File: src/rtl/rv_ctl_mc2_if.sv
// Controller-side bundle: instruction/flag inputs, memory handshake and
// datapath control outputs, plus the retired-instruction count.
interface rv_ctl_mc2_if #(
  parameter int RET_W = 32
);
  logic [31:0]      instr;
  logic             zero;
  logic             mem_ready;
  logic             memreq;
  logic             memrw;
  logic             pcsource;
  logic             pcwrite;
  logic             pccen;
  logic             irwrite;
  logic [1:0]       wbsel;
  logic             regwen;
  logic [1:0]       immsel;
  logic             asel;
  logic             bsel;
  logic [3:0]       alusel;
  logic             mdrwrite;
  logic             illegal;
  logic             halted;
  logic [RET_W-1:0] retired;

  modport master (
    input  instr, zero, mem_ready,
    output memreq, memrw, pcsource, pcwrite, pccen, irwrite, wbsel, regwen,
           immsel, asel, bsel, alusel, mdrwrite, illegal, halted, retired
  );

  modport slave (
    output instr, zero, mem_ready,
    input  memreq, memrw, pcsource, pcwrite, pccen, irwrite, wbsel, regwen,
           immsel, asel, bsel, alusel, mdrwrite, illegal, halted, retired
  );
endinterface

File: src/rtl/rv_ctl_mc2.sv
// Multicycle RISC-V control FSM with I-ALU, optional BNE, memory wait states,
// illegal-instruction trap and a retired-instruction counter.
//
// state       | meaning
// ------------+--------------------------------------------------
// FETCH       | request instruction, load IR and PC+4 when ready
// DECODE      | classify instruction, precompute branch target
// LSW_ADDR    | effective address for load/store
// LW_MEM      | load access, MDR captures data when ready
// LW_WB       | write MDR to register file
// SW_MEM      | store access, held until ready
// RTYPE_ALU   | register/register ALU op
// ITYPE_ALU   | register/immediate ALU op
// ALU_WB      | write ALU result to register file
// BR_EXEC     | compare operands, take branch via PC_ALU
// JAL_EXEC    | link PC and jump
// TRAP        | illegal instruction, halted until reset
module rv_ctl_mc2 #(
  parameter bit SUPPORT_BNE     = 1'b1,
  parameter bit MEM_WAIT_EN     = 1'b1,
  parameter bit TRAP_ON_ILLEGAL = 1'b1,
  parameter int RET_W           = 32
) (
  input  logic         clk,
  input  logic         rst_n,
  rv_ctl_mc2_if.master bus
);

  typedef enum logic [3:0] {
    S_FETCH     = 4'd0,
    S_DECODE    = 4'd1,
    S_LSW_ADDR  = 4'd2,
    S_LW_MEM    = 4'd3,
    S_LW_WB     = 4'd4,
    S_SW_MEM    = 4'd5,
    S_RTYPE_ALU = 4'd6,
    S_ITYPE_ALU = 4'd7,
    S_ALU_WB    = 4'd8,
    S_BR_EXEC   = 4'd9,
    S_JAL_EXEC  = 4'd10,
    S_TRAP      = 4'd11
  } state_t;

  localparam logic       PC_INC    = 1'b0;
  localparam logic       PC_ALU    = 1'b1;
  localparam logic [1:0] WB_PC     = 2'd0;
  localparam logic [1:0] WB_ALUOUT = 2'd1;
  localparam logic [1:0] WB_MDR    = 2'd2;
  localparam logic [1:0] IMM_I     = 2'd0;
  localparam logic [1:0] IMM_S     = 2'd1;
  localparam logic [1:0] IMM_B     = 2'd2;
  localparam logic [1:0] IMM_J     = 2'd3;
  localparam logic       ALUA_REG  = 1'b0;
  localparam logic       ALUA_PCC  = 1'b1;
  localparam logic       ALUB_REG  = 1'b0;
  localparam logic       ALUB_IMM  = 1'b1;
  localparam logic [3:0] ALU_ADD   = 4'b0000;
  localparam logic [3:0] ALU_SUB   = 4'b0001;

  state_t           state_q, state_d;
  logic [RET_W-1:0] ret_q;

  logic [6:0] opcode;
  logic [2:0] funct3;
  logic       is_lw, is_sw, is_r, is_i, is_beq, is_bne, is_jal;
  logic       ready;
  logic       retire;

  logic       memreq_c, memrw_c, pcsource_c, pcwrite_c, pccen_c, irwrite_c;
  logic [1:0] wbsel_c, immsel_c;
  logic       regwen_c, asel_c, bsel_c, mdrwrite_c, illegal_c, halted_c;
  logic [3:0] alusel_c;

  logic       unused_instr;

  assign opcode = bus.instr[6:0];
  assign funct3 = bus.instr[14:12];

  assign is_lw  = (opcode == 7'b0000011) && (funct3 == 3'b010);
  assign is_sw  = (opcode == 7'b0100011) && (funct3 == 3'b010);
  assign is_r   = (opcode == 7'b0110011);
  assign is_i   = (opcode == 7'b0010011) &&
                  ((funct3 == 3'b000) || (funct3 == 3'b100) ||
                   (funct3 == 3'b110) || (funct3 == 3'b111));
  assign is_beq = (opcode == 7'b1100011) && (funct3 == 3'b000);
  assign is_bne = SUPPORT_BNE && (opcode == 7'b1100011) && (funct3 == 3'b001);
  assign is_jal = (opcode == 7'b1101111);

  assign ready  = MEM_WAIT_EN ? bus.mem_ready : 1'b1;

  assign unused_instr = ^{bus.instr[31], bus.instr[29:15], bus.instr[11:7]};

  always_ff @(posedge clk or negedge rst_n) begin
    if (!rst_n) state_q <= S_FETCH;
    else        state_q <= state_d;
  end

  always_ff @(posedge clk or negedge rst_n) begin
    if (!rst_n)      ret_q <= '0;
    else if (retire) ret_q <= ret_q + {{(RET_W-1){1'b0}}, 1'b1};
  end

  always_comb begin
    state_d = state_q;
    case (state_q)
      S_FETCH:     if (ready) state_d = S_DECODE;
      S_DECODE: begin
        if (is_lw || is_sw)        state_d = S_LSW_ADDR;
        else if (is_r)             state_d = S_RTYPE_ALU;
        else if (is_i)             state_d = S_ITYPE_ALU;
        else if (is_beq || is_bne) state_d = S_BR_EXEC;
        else if (is_jal)           state_d = S_JAL_EXEC;
        else if (TRAP_ON_ILLEGAL)  state_d = S_TRAP;
        else                       state_d = S_FETCH;
      end
      S_LSW_ADDR:  state_d = is_sw ? S_SW_MEM : S_LW_MEM;
      S_LW_MEM:    if (ready) state_d = S_LW_WB;
      S_LW_WB:     state_d = S_FETCH;
      S_SW_MEM:    if (ready) state_d = S_FETCH;
      S_RTYPE_ALU: state_d = S_ALU_WB;
      S_ITYPE_ALU: state_d = S_ALU_WB;
      S_ALU_WB:    state_d = S_FETCH;
      S_BR_EXEC:   state_d = S_FETCH;
      S_JAL_EXEC:  state_d = S_FETCH;
      S_TRAP:      state_d = S_TRAP;
      default:     state_d = S_FETCH;
    endcase
  end

  // Outputs sit at their defaults while reset is asserted, even though the
  // register already reads FETCH.
  always_comb begin
    memreq_c   = 1'b0;
    memrw_c    = 1'b0;
    pcsource_c = PC_INC;
    pcwrite_c  = 1'b0;
    pccen_c    = 1'b0;
    irwrite_c  = 1'b0;
    wbsel_c    = WB_PC;
    regwen_c   = 1'b0;
    immsel_c   = IMM_B;
    asel_c     = ALUA_REG;
    bsel_c     = ALUB_REG;
    alusel_c   = ALU_ADD;
    mdrwrite_c = 1'b0;
    illegal_c  = 1'b0;
    halted_c   = 1'b0;
    retire     = 1'b0;
    if (rst_n) begin
      case (state_q)
        S_FETCH: begin
          memreq_c  = 1'b1;
          pccen_c   = ready;
          pcwrite_c = ready;
          irwrite_c = ready;
        end
        S_DECODE: begin
          immsel_c = IMM_B;
          asel_c   = ALUA_PCC;
          bsel_c   = ALUB_IMM;
          if (!(is_lw || is_sw || is_r || is_i || is_beq || is_bne || is_jal) &&
              !TRAP_ON_ILLEGAL)
            illegal_c = 1'b1;
        end
        S_LSW_ADDR: begin
          immsel_c = is_sw ? IMM_S : IMM_I;
          bsel_c   = ALUB_IMM;
        end
        S_LW_MEM: begin
          memreq_c   = 1'b1;
          mdrwrite_c = ready;
        end
        S_LW_WB: begin
          wbsel_c  = WB_MDR;
          regwen_c = 1'b1;
          retire   = 1'b1;
        end
        S_SW_MEM: begin
          memreq_c = 1'b1;
          memrw_c  = 1'b1;
          retire   = ready;
        end
        S_RTYPE_ALU: alusel_c = {funct3, bus.instr[30]};
        S_ITYPE_ALU: begin
          immsel_c = IMM_I;
          bsel_c   = ALUB_IMM;
          alusel_c = {funct3, 1'b0};
        end
        S_ALU_WB: begin
          wbsel_c  = WB_ALUOUT;
          regwen_c = 1'b1;
          retire   = 1'b1;
        end
        S_BR_EXEC: begin
          alusel_c   = ALU_SUB;
          pcsource_c = PC_ALU;
          pcwrite_c  = bus.instr[12] ? ~bus.zero : bus.zero;
          retire     = 1'b1;
        end
        S_JAL_EXEC: begin
          immsel_c   = IMM_J;
          asel_c     = ALUA_PCC;
          bsel_c     = ALUB_IMM;
          pcsource_c = PC_ALU;
          pcwrite_c  = 1'b1;
          regwen_c   = 1'b1;
          wbsel_c    = WB_PC;
          retire     = 1'b1;
        end
        S_TRAP: begin
          illegal_c = 1'b1;
          halted_c  = 1'b1;
        end
        default: ;
      endcase
    end
  end

  assign bus.memreq   = memreq_c;
  assign bus.memrw    = memrw_c;
  assign bus.pcsource = pcsource_c;
  assign bus.pcwrite  = pcwrite_c;
  assign bus.pccen    = pccen_c;
  assign bus.irwrite  = irwrite_c;
  assign bus.wbsel    = wbsel_c;
  assign bus.regwen   = regwen_c;
  assign bus.immsel   = immsel_c;
  assign bus.asel     = asel_c;
  assign bus.bsel     = bsel_c;
  assign bus.alusel   = alusel_c;
  assign bus.mdrwrite = mdrwrite_c;
  assign bus.illegal  = illegal_c;
  assign bus.halted   = halted_c;
  assign bus.retired  = ret_q;

endmodule

File: src/flat_wrapper.sv
// flat-port wrapper written by rule: the top's interface ports become plain ports
module rv_ctl_mc2_flat 
#(
  parameter bit SUPPORT_BNE     = 1'b1,
  parameter bit MEM_WAIT_EN     = 1'b1,
  parameter bit TRAP_ON_ILLEGAL = 1'b1,
  parameter int RET_W           = 32
)
  (clk, rst_n, bus_instr, bus_zero, bus_mem_ready, bus_memreq, bus_memrw, bus_pcsource, bus_pcwrite, bus_pccen, bus_irwrite, bus_wbsel, bus_regwen, bus_immsel, bus_asel, bus_bsel, bus_alusel, bus_mdrwrite, bus_illegal, bus_halted, bus_retired);
  rv_ctl_mc2_if #(.RET_W(RET_W)) bus_i ();
  input  logic clk;
  input  logic rst_n;
  input wire logic [$bits(bus_i.instr)-1:0] bus_instr;
  input wire logic [$bits(bus_i.zero)-1:0] bus_zero;
  input wire logic [$bits(bus_i.mem_ready)-1:0] bus_mem_ready;
  output wire logic [$bits(bus_i.memreq)-1:0] bus_memreq;
  output wire logic [$bits(bus_i.memrw)-1:0] bus_memrw;
  output wire logic [$bits(bus_i.pcsource)-1:0] bus_pcsource;
  output wire logic [$bits(bus_i.pcwrite)-1:0] bus_pcwrite;
  output wire logic [$bits(bus_i.pccen)-1:0] bus_pccen;
  output wire logic [$bits(bus_i.irwrite)-1:0] bus_irwrite;
  output wire logic [$bits(bus_i.wbsel)-1:0] bus_wbsel;
  output wire logic [$bits(bus_i.regwen)-1:0] bus_regwen;
  output wire logic [$bits(bus_i.immsel)-1:0] bus_immsel;
  output wire logic [$bits(bus_i.asel)-1:0] bus_asel;
  output wire logic [$bits(bus_i.bsel)-1:0] bus_bsel;
  output wire logic [$bits(bus_i.alusel)-1:0] bus_alusel;
  output wire logic [$bits(bus_i.mdrwrite)-1:0] bus_mdrwrite;
  output wire logic [$bits(bus_i.illegal)-1:0] bus_illegal;
  output wire logic [$bits(bus_i.halted)-1:0] bus_halted;
  output wire logic [$bits(bus_i.retired)-1:0] bus_retired;
  assign bus_i.instr = bus_instr;
  assign bus_i.zero = bus_zero;
  assign bus_i.mem_ready = bus_mem_ready;
  assign bus_memreq = bus_i.memreq;
  assign bus_memrw = bus_i.memrw;
  assign bus_pcsource = bus_i.pcsource;
  assign bus_pcwrite = bus_i.pcwrite;
  assign bus_pccen = bus_i.pccen;
  assign bus_irwrite = bus_i.irwrite;
  assign bus_wbsel = bus_i.wbsel;
  assign bus_regwen = bus_i.regwen;
  assign bus_immsel = bus_i.immsel;
  assign bus_asel = bus_i.asel;
  assign bus_bsel = bus_i.bsel;
  assign bus_alusel = bus_i.alusel;
  assign bus_mdrwrite = bus_i.mdrwrite;
  assign bus_illegal = bus_i.illegal;
  assign bus_halted = bus_i.halted;
  assign bus_retired = bus_i.retired;
  rv_ctl_mc2 #(.SUPPORT_BNE(SUPPORT_BNE), .MEM_WAIT_EN(MEM_WAIT_EN), .TRAP_ON_ILLEGAL(TRAP_ON_ILLEGAL), .RET_W(RET_W)) u_core (.clk(clk), .rst_n(rst_n), .bus(bus_i));
endmodule
File: config.mk
export PLATFORM = sky130hd
export DESIGN_NAME = rv_ctl_mc2_flat
export DESIGN_NICKNAME = d
export VERILOG_FILES = /design/src/rtl/rv_ctl_mc2_if.sv /design/src/rtl/rv_ctl_mc2.sv /design/src/flat_wrapper.sv
export SDC_FILE = /design/constraint.sdc
export NUM_CORES = 1
export LEC_CHECK = 0
export ABC_CLOCK_PERIOD_IN_PS = 2300
export CELL_PAD_IN_SITES_DETAIL_PLACEMENT = 0
export CELL_PAD_IN_SITES_GLOBAL_PLACEMENT = 2
export CORE_MARGIN = 3
export CORE_UTILIZATION = 26
export CTS_CLUSTER_DIAMETER = 50
export DETAILED_ROUTE_END_ITERATION = 12
export PLACE_DENSITY = 0.91
export SYNTH_ARGS = -nofsm -noshare
export SYNTH_HDL_FRONTEND = slang
export SYNTH_SLANG_ARGS = --single-unit
File: constraint.sdc
create_clock -name clk -period 2.3 [get_ports clk]
set_input_delay 0.46 -clock clk [delete_from_list [all_inputs] [get_ports clk]]
set_output_delay 0.46 -clock clk [all_outputs]
set_load 0.01 [all_outputs]
==> impl_metrics.ini <==
[finish]
diodes = 0
final_cell_mix = clkdlybuf4s50_1 (44), buf_4 (38), dfrtp_1 (32)
fillCellCount = 822
synthToLayoutAreaGrowth_pct = 49.79
final_nets = 381
final_common_cell = clkdlybuf4s50_1
drive_above_1_share_pct = 21.22
layoutNonFillerInstCount = 449

[detailed_routing]
finalWirelength_um = 6694
drt-initial-drc-count = 98
vias = 2265
drc = 0
routedWlPerCell_um = 14.91
antenna_left = 0
firstDrtPassIters = 4
viasPerCell = 5.045

[clock_tree]
root_buffer = clkbuf_8
holdBufCountCts = 0
clockBufferDepth = 2
clk_pin_slew_ns = 0.06
numCtsBuffers = 5
cts.sinks = 36
cts_tree = yes
cts_max_level = 2
insertion_delay_ns = 0.28

[timing]
max_slew_margin_pct = 68.83
timing.hold.ws_ns = 0.01644
min_period_ns = 2.229
maxSlewViolCount = 0
post-route-period-util_pct = 96.89
max_freq_mhz = 448.7
hold_violations = 0
skew_ns = 0.007967
worstMarginPinSlew_ns = 0.4616
finalSetupViolCount = 0

[hold_path]
hold_class = in -> async

[synth]
seq_area_frac_synth_pct = 38.46
ys_seq_elements = 36
yosys_warnings = 0
synth_edf_count = 0
ys_async_sr_fraction_pct = 100.0
synthesis.area_um2 = 2342
syn_inst = 246
avgSynthCellArea_um2 = 9.521
synth_ff_type = dfrtp_1
synth_fp_nets = 283
synth.distinct_cells = 46

[global_route]
antenna_found_initial = 0
track_usage_pct = 13.35
grt_max_degree = 29
grt_first_pass_wirelength_um = 10980
grt_overflow_total = 0
grt_pass1_vias = 2217

[power_and_ir_drop]
power.density_nw_per_um2 = 756.6
vdd_ir_drop_max_mv = 0.4524
p_total_mw = 2.654
p_leak_nw = 1.668

[floorplanning]
rows = 33
die-area_um2 = 10180
die_w_um = 100.9
fp.dieH_um = 100.9
core_area_um2 = 8464
ios = 88
start_util_pct = 27.67

[critical_path]
crit_chain = nor2b_4 -> and2_1 -> and3_1 -> clkdlybuf4s50_1
reg2reg_slack_ns = 0.39
worstPathRequired_ns = 1.84
crit_family = buffers and inverters
worstSetupEndpointType = output pin
cp_slowest_cell = clkdlybuf4s50_1
critical_path_class = reg -> out
crit_path_max_fanout = 7
worst-path-buf-inv = 1
start_kind = flip-flop
critPathMaxStageDelay_ns = 0.53
cp.arrival_ns = 1.77

[run_status]
status = finished clean

[place]
dp_hpwl_um = 4941
finalWeightedCongestion = 0.8618
dp_cells = 432
portBuffers = 66

[job]
cap_violations = 0
[synthesized netlist by cell type, types with 2 or more instances]
library cell	count	area share, %
dfrtp_1	36	38
and2_1	5	1.3
o2111ai_1	2	0.75
nor2_1	11	1.8
clkbuf_1	7	1.1
xnor2_1	11	4.1
nor3b_1	3	0.96
a2111oi_2	10	6.4
nor3_1	6	1.3
nor4_1	2	0.53
and3_1	12	3.2
nand4_1	9	2.4
buf_4	4	1.3
inv_1	5	0.80
nand3_1	9	1.9
a32oi_1	2	0.75
o21ai_1	2	0.43
xor2_1	23	8.6
nand2b_1	6	1.6
and4_1	5	1.9
o21ai_0	6	1.3
nand2_1	18	2.9
a21oi_1	8	1.7
nor2b_1	3	0.80
o211ai_1	8	2.6
buf_2	3	0.64
a211oi_1	11	3.5
[where the power goes]
group / internal [mW] / switching (mW)
sequential: 0.713 / 0.102
combinational: 0.682 / 0.742
clock: 0.206 / 0.210
total: 1.60 / 1.05
[through the flow]
stage / cell area, µm² / util, % / setup slack, ns / setup TNS (ns)
2_1_floorplan: 2342 / - / 0.4017 / 0
3_3_place_gp: 3308 / 39.08 / -0.5392 / -1.149
3_5_place_dp: 3308 / 39.08 / -0.5058 / -0.9074
4_1_cts: 3431 / 40.53 / 0.002913 / 0
5_1_grt: 3508 / 41.45 / -0.004316 / -0.004316
6_report: 3508 / 41.45 / 0.07148 / 0
[registers in the layout, summed over array words and instances (netlist names)]
signal / count
u_core.bus.retired: 32
u_core.state_q: 4
[worst paths after layout]
kind                                                      endpoint  cells after the start                               start
min in group clk                u_core.bus.retired[31]$_DFFE_PN0P_                      1  u_core.bus.retired[31]$_DFFE_PN0P_
worst min register to register  u_core.bus.retired[31]$_DFFE_PN0P_                      1  u_core.bus.retired[31]$_DFFE_PN0P_
worst max register to register   u_core.bus.retired[1]$_DFFE_PN0P_                      6       u_core.state_q[3]$_DFFE_PN0P_
max in group asynchronous       u_core.bus.retired[23]$_DFFE_PN0P_                      3                               rst_n
worst min-delay path                 u_core.state_q[0]$_DFFE_PN0P_                      1                               rst_n
worst max-delay path                                 bus_alusel[2]                      4       u_core.state_q[3]$_DFFE_PN0P_
[kinds of logic (layout without fill, tap and decap cells)]
logic type / count (synthesis) / after routing / share of synthesized area (%)
adder cells (fa/ha/maj): 1 / 1 / 0.5341
multiplexers: 1 / 1 / 0.4807
buffers and inverters: 20 / 118 / 4.006
flip-flops: 36 / 36 / 38.46
AND/OR/NAND/NOR: 96 / 96 / 23.34
XOR/XNOR: 34 / 34 / 12.71
AO/OA/AOI/OAI: 58 / 58 / 20.46
[routing by layer]
| metal | part of all wire (%) | vias up | wire (µm) | track usage (%) |
|---|---|---|---|---|
| met5 | 0 | - | 0 | 0 |
| li1 | - | 1109 | - | - |
| met4 | 0.43 | 0 | 29 | 3.067 |
| met3 | 2.6 | 2 | 172 | 2.768 |
| met1 | 47 | 1121 | 3125 | 18.18 |
| met2 | 50 | 33 | 3367 | 21.77 |
[what timing repair did]
| action | 4_1_cts | 5_1_grt |
|---|---|---|
| endpoints found under the setup margin | 18 | 12 |
| buffers inserted | 6 | 4 |
| gates resized for setup | 23 | 15 |
| pin swaps | 2 | 3 |
[final cells by class]
type                    instances  area (µm²)  share of cell area, %
multi-input cells             190        1390                  39.62
flip-flops and latches         36       905.9                  25.82
clock buffers                   6       72.57                  2.068
repair buffers                106       984.7                  28.07
inverters                       5       18.77                 0.5350
well taps                     105       131.4                  3.745
clock inverters                 1       5.005                 0.1427
Note: power is estimated with default switching activity, not from simulation.
